==> config.mk <==
export PLATFORM = sky130hd
export DESIGN_NAME = inst_fetch_unit
export DESIGN_NICKNAME = d
export VERILOG_FILES = /design/src/rtl/inst_fetch_unit.sv
export SDC_FILE = /design/constraint.sdc
export NUM_CORES = 1
export LEC_CHECK = 0
export ABC_AREA = 1
export CORE_UTILIZATION = 55
export DETAILED_ROUTE_END_ITERATION = 7
export PLACE_DENSITY = 0.82
export SYNTH_ARGS = -nofsm -noshare
export SYNTH_HDL_FRONTEND = slang
export SYNTH_SLANG_ARGS = --single-unit
==> constraint.sdc <==
create_clock -name CLK -period 4.9 [get_ports CLK]
set_input_delay 1.225 -clock CLK [delete_from_list [all_inputs] [get_ports CLK]]
set_output_delay 1.225 -clock CLK [all_outputs]
set_load 0.01 [all_outputs]
==> src/rtl/inst_fetch_unit.sv <==
// inst_fetch_unit: RV32 fetch front end -- program counter, single-outstanding instruction
// memory request and a DEPTH-entry prefetch FIFO. Define IFU_PERF_CNT_EN to add PERF_BUBBLES.
module inst_fetch_unit #(
  parameter int          DEPTH    = 4,
  parameter logic [31:0] RESET_PC = 32'h0000_0000
) (
  input  logic        CLK,
  input  logic        RST,
  output logic        MEM_REQ,
  output logic [31:0] MEM_ADDR,
  input  logic        MEM_GNT,
  input  logic        MEM_RVALID,
  input  logic [31:0] MEM_RDATA,
  output logic        INST_VALID,
  output logic [31:0] INST,
  output logic [31:0] INST_PC,
  input  logic        INST_READY,
  input  logic        REDIRECT,
  input  logic [31:0] REDIRECT_PC
`ifdef IFU_PERF_CNT_EN
  ,
  output logic [31:0] PERF_BUBBLES
`endif
);

  // Handshakes: MEM_REQ/MEM_GNT and INST_VALID/INST_READY transfer on a rising edge where
  // both are high; valid never waits on ready and its payload holds until the transfer.
  // MEM_RVALID has no back-pressure: FIFO room is reserved before a request is issued.

  localparam int AW = $clog2(DEPTH);
  localparam int CW = AW + 1;

  typedef enum logic [1:0] {
    S_IDLE    = 2'd0,
    S_REQ     = 2'd1,
    S_WAIT    = 2'd2,
    S_DISCARD = 2'd3
  } state_t;

  state_t        state, state_n;
  logic [31:0]   fetch_pc, fetch_pc_n;
  logic [31:0]   req_pc;
  logic [31:0]   redir_pc;
  logic [31:0]   fifo_data [DEPTH];
  logic [31:0]   fifo_pc   [DEPTH];
  logic [AW-1:0] wr_ptr, rd_ptr;
  logic [CW-1:0] count, count_n;
  logic          grant, push, pop;

  assign redir_pc   = REDIRECT_PC & 32'hFFFF_FFFC;
  assign grant      = (state == S_REQ) && MEM_GNT;
  assign INST_VALID = (count != '0);
  // A redirect beats both the push of returning data and the pop by decode.
  assign push       = (state == S_WAIT) && MEM_RVALID && !REDIRECT;
  assign pop        = INST_VALID && INST_READY && !REDIRECT;
  assign count_n    = count + CW'(push) - CW'(pop);

  assign MEM_REQ  = (state == S_REQ);
  assign MEM_ADDR = fetch_pc;
  assign INST     = INST_VALID ? fifo_data[rd_ptr] : 32'h0;
  assign INST_PC  = INST_VALID ? fifo_pc[rd_ptr]   : 32'h0;

  always_comb begin
    state_n    = state;
    fetch_pc_n = fetch_pc;
    if (grant)    fetch_pc_n = fetch_pc + 32'd4;
    if (REDIRECT) fetch_pc_n = redir_pc;
    case (state)
      S_IDLE: begin
        if (REDIRECT || (count < CW'(DEPTH))) state_n = S_REQ;
      end
      S_REQ: begin
        if (MEM_GNT) state_n = REDIRECT ? S_DISCARD : S_WAIT;
      end
      S_WAIT: begin
        if (MEM_RVALID) begin
          if (REDIRECT)                   state_n = S_REQ;
          else if (count_n < CW'(DEPTH))  state_n = S_REQ;
          else                            state_n = S_IDLE;
        end else if (REDIRECT) begin
          state_n = S_DISCARD;
        end
      end
      S_DISCARD: begin
        if (MEM_RVALID) state_n = S_REQ;
      end
      default: state_n = S_IDLE;
    endcase
  end

  always_ff @(posedge CLK or negedge RST) begin
    if (!RST) begin
      state    <= S_IDLE;
      fetch_pc <= RESET_PC;
      req_pc   <= RESET_PC;
    end else begin
      state    <= state_n;
      fetch_pc <= fetch_pc_n;
      if (grant) req_pc <= fetch_pc;
    end
  end

  always_ff @(posedge CLK or negedge RST) begin
    if (!RST) begin
      wr_ptr <= '0;
      rd_ptr <= '0;
      count  <= '0;
    end else if (REDIRECT) begin
      wr_ptr <= '0;
      rd_ptr <= '0;
      count  <= '0;
    end else begin
      if (push) wr_ptr <= wr_ptr + 1'b1;
      if (pop)  rd_ptr <= rd_ptr + 1'b1;
      count <= count_n;
    end
  end

  // Storage needs no reset: INST/INST_PC are forced to zero while the FIFO is empty.
  always_ff @(posedge CLK) begin
    if (push) begin
      fifo_data[wr_ptr] <= MEM_RDATA;
      fifo_pc[wr_ptr]   <= req_pc;
    end
  end

`ifdef IFU_PERF_CNT_EN
  always_ff @(posedge CLK or negedge RST) begin
    if (!RST)                          PERF_BUBBLES <= 32'h0;
    else if (INST_READY && !INST_VALID) PERF_BUBBLES <= PERF_BUBBLES + 32'd1;
  end
`endif

endmodule

==> results of run 1 <==
## cell usage after synthesis (2+ instances only)
cell type  instances  area, um^2
o211ai_1           2       15.01
ha_1              11       137.6
clkbuf_1          29       108.9
a21oi_1           70       350.3
dfrtp_1           69        1727
nor2_4             6       67.56
buf_1              4       15.01
inv_2              4       15.01
o21ai_0          149       745.7
nand2_2            5       31.28
nor2_1           292        1096
nand2_1          176       660.6
xor2_1             4       35.03
buf_4             11       82.58
o221ai_1           2       17.52
clkbuf_2           4       20.02
o21ai_1           32       160.2
buf_2             15       75.07
nand2_4            2       22.52
edfxtp_1         248        7447
inv_1             75       281.5
nand3_1           49       245.2
nand4_1            3       18.77
nor2_2             7       43.79
o21bai_1           2       15.01
## routing by layer
metal	track usage	share of wire	vias to the layer above
met1	0.3201	0.41	4613
met2	0.4323	0.50	370
met4	0.07005	0.018	0
met3	0.03947	0.073	35
li1	-	-	4625
met5	0	0	-
## flip-flops by register name, indices dropped and copies added (netlist names)
name       flops
rd_ptr         2
req_pc        30
MEM_ADDR      30
state          2
fifo_pc      120
fifo_data    128
count          3
wr_ptr         2
## power by group
part	switching (mW)	internal [mW]	leakage [nW]	total, mW
logic	1.36	1.02	2.55	2.39
clock network	0.955	1.26	0.469	2.22
registers	0.333	3.25	3.10	3.58
## cell usage in the layout, fill, tap and decap left out, types with 2 or more instances in the layout
cell type        count
buf_4               14
nand4_1              3
nor2_2               6
clkinv_2             9
dfrtp_1             67
conb_1               4
xor2_1               4
ha_1                11
nand2_1            176
clkinvlp_4           3
nand2_4              2
nand2_2              5
o21ai_0            149
a21oi_1             70
nor2_4              11
inv_1               75
o211ai_1             2
o221ai_1             2
clkbuf_1             4
nor2_1             288
edfxtp_1           248
clkdlybuf4s50_1    160
clkbuf_16           31
nand3_1             49
inv_2                4
o21ai_1             32
o21bai_1             2
buf_12               4
bufinv_16            2
clkinv_1             6
## final cells by class
| type | count | area (um^2) | area share |
|---|---|---|---|
| clock inverters | 23 | 172.7 | 0.01054 |
| clock buffers | 35 | 790.8 | 0.04826 |
| multi-input cells | 820 | 3755 | 0.2292 |
| inverters | 79 | 296.5 | 0.01810 |
| repair buffers | 179 | 1792 | 0.1094 |
| flip-flops and latches | 317 | 9179 | 0.5602 |
| well taps | 319 | 399.1 | 0.02436 |
## kinds of logic (layout without fill, tap and decap cells)
family | Yosys count | after routing | share of synthesized area
AO/OA/AOI/OAI | 258 | 258 | 0.09727
flip-flops | 317 | 317 | 0.6805
other | 1 | 4 | 0.0002782
XOR/XNOR | 5 | 5 | 0.003248
buffers and inverters | 142 | 316 | 0.04437
adder cells (fa/ha/maj) | 12 | 12 | 0.01169
AND/OR/NAND/NOR | 541 | 541 | 0.1626
## stage by stage
stage | power, mW | instance area, um^2
global route | 8.607 | 16380
detailed placement | 5.996 | 15420
finish | 8.188 | 16380
floorplan | 4.771 | 13490
global placement | 5.914 | 15420
CTS | 8.213 | 16380
## worst min-delay path by stage
| stage | slack, ns | endpoint | cells past startpoint |
|---|---|---|---|
| 2_1_floorplan | 0.48 | fifo_pc[0][10] | 0 |
| 3_3_place_gp | 0.49 | fifo_pc[1][24] | 0 |
| 3_5_place_dp | 0.51 | fifo_pc[2][21] | 0 |
| 4_1_cts | 0.53 | fifo_pc[0][24] | 0 |
| 5_1_grt | 0.55 | fifo_pc[3][24] | 0 |
| 6_report | 0.54 | fifo_pc[3][14] | 0 |
==> results.toml, run 1 <==
[sta]
finalWorstPathRequiredPeriod_ns = 4.408
worst_slack_ns = 0.4923
final-hold-violation-count = 0
setup_viol = 0
fmax_mhz = 226.9
slew_viol_final = 0
skew_ns = 0.01294
grt_setup_unrepaired = "no"
period_share = 0.8995
tns_ns = 0
worst_pin_slew_ns = 0.9396
relSlewSlack = 0.3736
hold_slack_ns = 0.5352

[floorplanning]
initial_core_util = 0.5675
die_h_um = 158.6
pin_count = 168
num_rows = 56
core-area_mm2 = 0.02375
die_width_um = 158.6
die-area_mm2 = 0.02514

[routing]
routed_wl_um = 30600
wire_per_inst_um = 17.27
dr.pass1.iters = 5
drt_iter0_drc = 806
num_vias = 9643
antenna_left = 0
viasPerCell = 5.442
drc = 0

[final_layout]
finalNetCount = 1510
final_cell_count_no_fill = 1772
diodes = 0
drive_gt1_frac = 0.06676
post-route-util = 0.6898
syn2layout_area_growth_pct = 21.54
fillerInstances = 1684

[clock_network]
post_cts_resized = 0
postCtsHoldBufs = 0
post_cts_buffers = 0
cts_sinks = 317
clk_latency_ns = 0.55
htree_levels = 1
clk_pin_slew_worst_paths_ns = 0.06
cts_buffers = 31
cts-root-buf = "clkbuf_16"
ctsLongestPathBuffers = 3
cts_tree = "built"

[global_route]
grt_pass1_wl_um = 47400
grt_max_degree = 63
track_usage = 0.2476
antenna_found_initial = 0
grt_pass1_vias = 9315
grt-ovfl-total = 0

[worst_setup_path]
crit_type = "reg -> out"
reg2reg_to = "state[0]"
cp_top_family = "buffers and inverters"
end_kind = "output pin"
path_depth = 5
path_max_fanout = 51
rr_startpoint = "count[1]"
r2r_slack_ns = 1.69
cp-start-kind = "flop"
required_ns = 3.67
crit_buf_inv = 3
cp.arrival_ns = 3.18
crit_end = "INST_PC[25]"
crit_chain = "inv_2 > buf_4 > o21ai_0 > a21oi_1 > clkdlybuf4s50_1"
crit_path_top_delay_cell = "dfrtp_4"
crit_start = "rd_ptr[0]"
cp_slowest_stage_delay_ns = 0.70
rr_worst_depth = 16

[yosys]
ys_ff_latch = 317
async_flop_share = 0.2177
synthFlopType = "edfxtp_1"
synth_edf_count = 248
avgSynthCellArea_um2 = 10.56
syn_area_mm2 = 0.01348
yosysWarnings = 0
synth_cells = 1276
synth_cell_type_count = 30
ys_seq_area_frac = 0.6805

[placed_design]
place_inst = 1714
post-place-ws_ns = 0.9017
place_congestion = 0.9439
dp_hpwl_um = 19070
io_buffers = 161

[power]
p_leak_nw = 6.113
vdd_drop_max_uv = 280.2
p_per_area_mw_per_mm2 = 499.7

[min_path]
hold_path.startpoint = "req_pc[14]"
min_path_type = "reg -> reg"

[job]
cap_viol_max_count = 0

[status]
status = "complete, no violations"
Note: power is estimated with default switching activity, not from simulation.
==> run 2, diff against run 1 <==
--- a/config.mk
+++ b/config.mk
@@ -6,9 +6,9 @@
 export NUM_CORES = 1
 export LEC_CHECK = 0
 export ABC_AREA = 1
-export CORE_UTILIZATION = 55
+export CORE_UTILIZATION = 56
 export DETAILED_ROUTE_END_ITERATION = 7
-export PLACE_DENSITY = 0.82
+export PLACE_DENSITY = 0.83
 export SYNTH_ARGS = -nofsm -noshare
 export SYNTH_HDL_FRONTEND = slang
 export SYNTH_SLANG_ARGS = --single-unit
==> run 2 against run 1 <==
Net effect: utilization up 0.63 points; via count up 0.93%; design area about the same; first-iteration DRC count down 4.2%; flip-flop and latch count unchanged; worst hold slack worse by 0.020 ns; maximum frequency up 7.4%; critical endpoint is now INST[22].
==> results.toml, run 2 (synthesized netlist as in run 1, its figures left out) <==
[floorplanning]
pin_count = 168
die-area_mm2 = 0.02470
die_width_um = 157.2
initial_core_util = 0.5726
num_rows = 56
core-area_mm2 = 0.02354
die_h_um = 157.2

[worst_setup_path]
cp-start-kind = "flop"
r2r_slack_ns = 1.58
rr_startpoint = "count[1]"
path_max_fanout = 32
rr_worst_depth = 16
end_kind = "output pin"
crit_type = "reg -> out"
reg2reg_to = "state[0]"
required_ns = 3.67
crit_path_top_delay_cell = "dfrtp_2"
cp.arrival_ns = 2.88
crit_chain = "inv_2 > buf_4 > nor2_1 > o21ai_0 > a21oi_1 > clkdlybuf4s50_1"
cp_slowest_stage_delay_ns = 0.67

[global_route]
grt_max_degree = 74
grt-ovfl-total = 0
grt_pass1_wl_um = 48020
antenna_found_initial = 0
track_usage = 0.2547
grt_pass1_vias = 9425

[sta]
tns_ns = 0
relSlewSlack = 0.3675
setup_viol = 0
final-hold-violation-count = 0
fmax_mhz = 243.7
grt_setup_unrepaired = "no"
skew_ns = 0.01070
slew_viol_final = 0
period_share = 0.8375
worst_pin_slew_ns = 0.9487
finalWorstPathRequiredPeriod_ns = 4.104
hold_slack_ns = 0.5156

[final_layout]
drive_gt1_frac = 0.06694
syn2layout_area_growth_pct = 21.57
diodes = 0
reg_top3 = "fifo_data x128, fifo_pc x120"
most-common-layout-cells = "288 x nor2_1, 248 x edfxtp_1, 176 x nand2_1, 160 x clkdlybuf4s50_1, 149 x o21ai_0"
final_common_cell = "nor2_1"
largest_reg_flops = 128
final_cell_count_no_fill = 1768
regMostFlops = "fifo_data"
finalNetCount = 1510

[power]
p_per_area_mw_per_mm2 = 501.8
total_power_mw = 8.223
p_leak_nw = 6.119
vdd_drop_max_uv = 288.2

[clock_network]
cts_tree = "built"
post_cts_resized = 0
ctsLongestPathBuffers = 3
postCtsHoldBufs = 0
post_cts_buffers = 0
clk_latency_ns = 0.53
cts_sinks = 317
clk_pin_slew_worst_paths_ns = 0.06
htree_levels = 1
cts-root-buf = "clkbuf_16"
cts_buffers = 29

[routing]
viasPerCell = 5.505
drc = 0
routed_wl_um = 31100
num_vias = 9733
drt_iter0_drc = 772
antenna_left = 0
dr.pass1.iters = 5
wire_per_inst_um = 17.59

[placed_design]
io_buffers = 161
place_inst = 1716
dp_hpwl_um = 19220
place_congestion = 0.9177

[job]
cap_viol_max_count = 0

[status]
status = "complete, no violations"

[min_path]
min_path_type = "in -> async"
-- run 2: cell count changes in the layout (fill, tap and decap cells not counted) --
cell / previous run / this run
clkinv_1: 6 / 0
clkinv_2: 9 / 2
clkinv_4: 1 / 0
clkbuf_8: 0 / 8
inv_4: 0 / 1
buf_4: 14 / 18
clkinvlp_2: 1 / 0
buf_12: 4 / 2
inv_6: 1 / 0
bufinv_16: 2 / 1
clkbuf_1: 4 / 6
-- run 2: worst max path at each step --
stage,startpoint,end,slack (ns),cells after the start
floorplan,REDIRECT,fifo_data[0][0],0.32,3
finish,rd_ptr[1],INST[22],0.80,6
CTS,rd_ptr[1],INST[22],0.81,6
global route,rd_ptr[1],INST_PC[7],0.66,6
global placement,REDIRECT,state[0],1.01,12
detailed placement,REDIRECT,state[0],0.93,12
-- run 2: where the power goes --
group	switching (mW)	total, mW	internal [mW]
logic	1.42	2.44	1.02
clock network	0.936	2.26	1.33
registers	0.275	3.52	3.25
-- run 2: worst max-delay path: cells and delay by family (launching register included) --
kind	cells	cell delay, ns
flops	1	0.67
compound gates	2	0.30
buf+inv	3	1.20
simple gates	1	0.17
-- run 2: metal layers --
metal / routed length (um) / up-vias / part of all wire / global-route usage
met3: 2707 / 64 / 0.087 / 0.04570
met2: 15030 / 456 / 0.48 / 0.4370
met1: 12390 / 4605 / 0.40 / 0.3207
met5: 0 / - / 0 / 0
li1: - / 4608 / - / -
met4: 970 / 0 / 0.031 / 0.1040
-- run 2: layout make-up --
class,count,area [um^2]
Timing Repair Buffer,181,1782
Multi-Input combinational cell,820,3755
Clock inverter,7,68.82
Sequential cell,317,9179
Clock buffer,45,908.4
Fill cell,1697,7154
Tap cell,319,399.1
Inverter,79,296.5
-- run 2: metrics by stage --
| step | cell area [um^2] | setup WS, ns | utilization |
|---|---|---|---|
| finish | 16390 | 0.7965 | 0.6961 |
| global route | 16390 | 0.6630 | 0.6961 |
| CTS | 16390 | 0.8098 | 0.6961 |
| detailed placement | 15410 | 0.9284 | 0.6546 |
| global placement | 15410 | 1.008 | 0.6546 |
| floorplan | 13490 | 0.3190 | - |
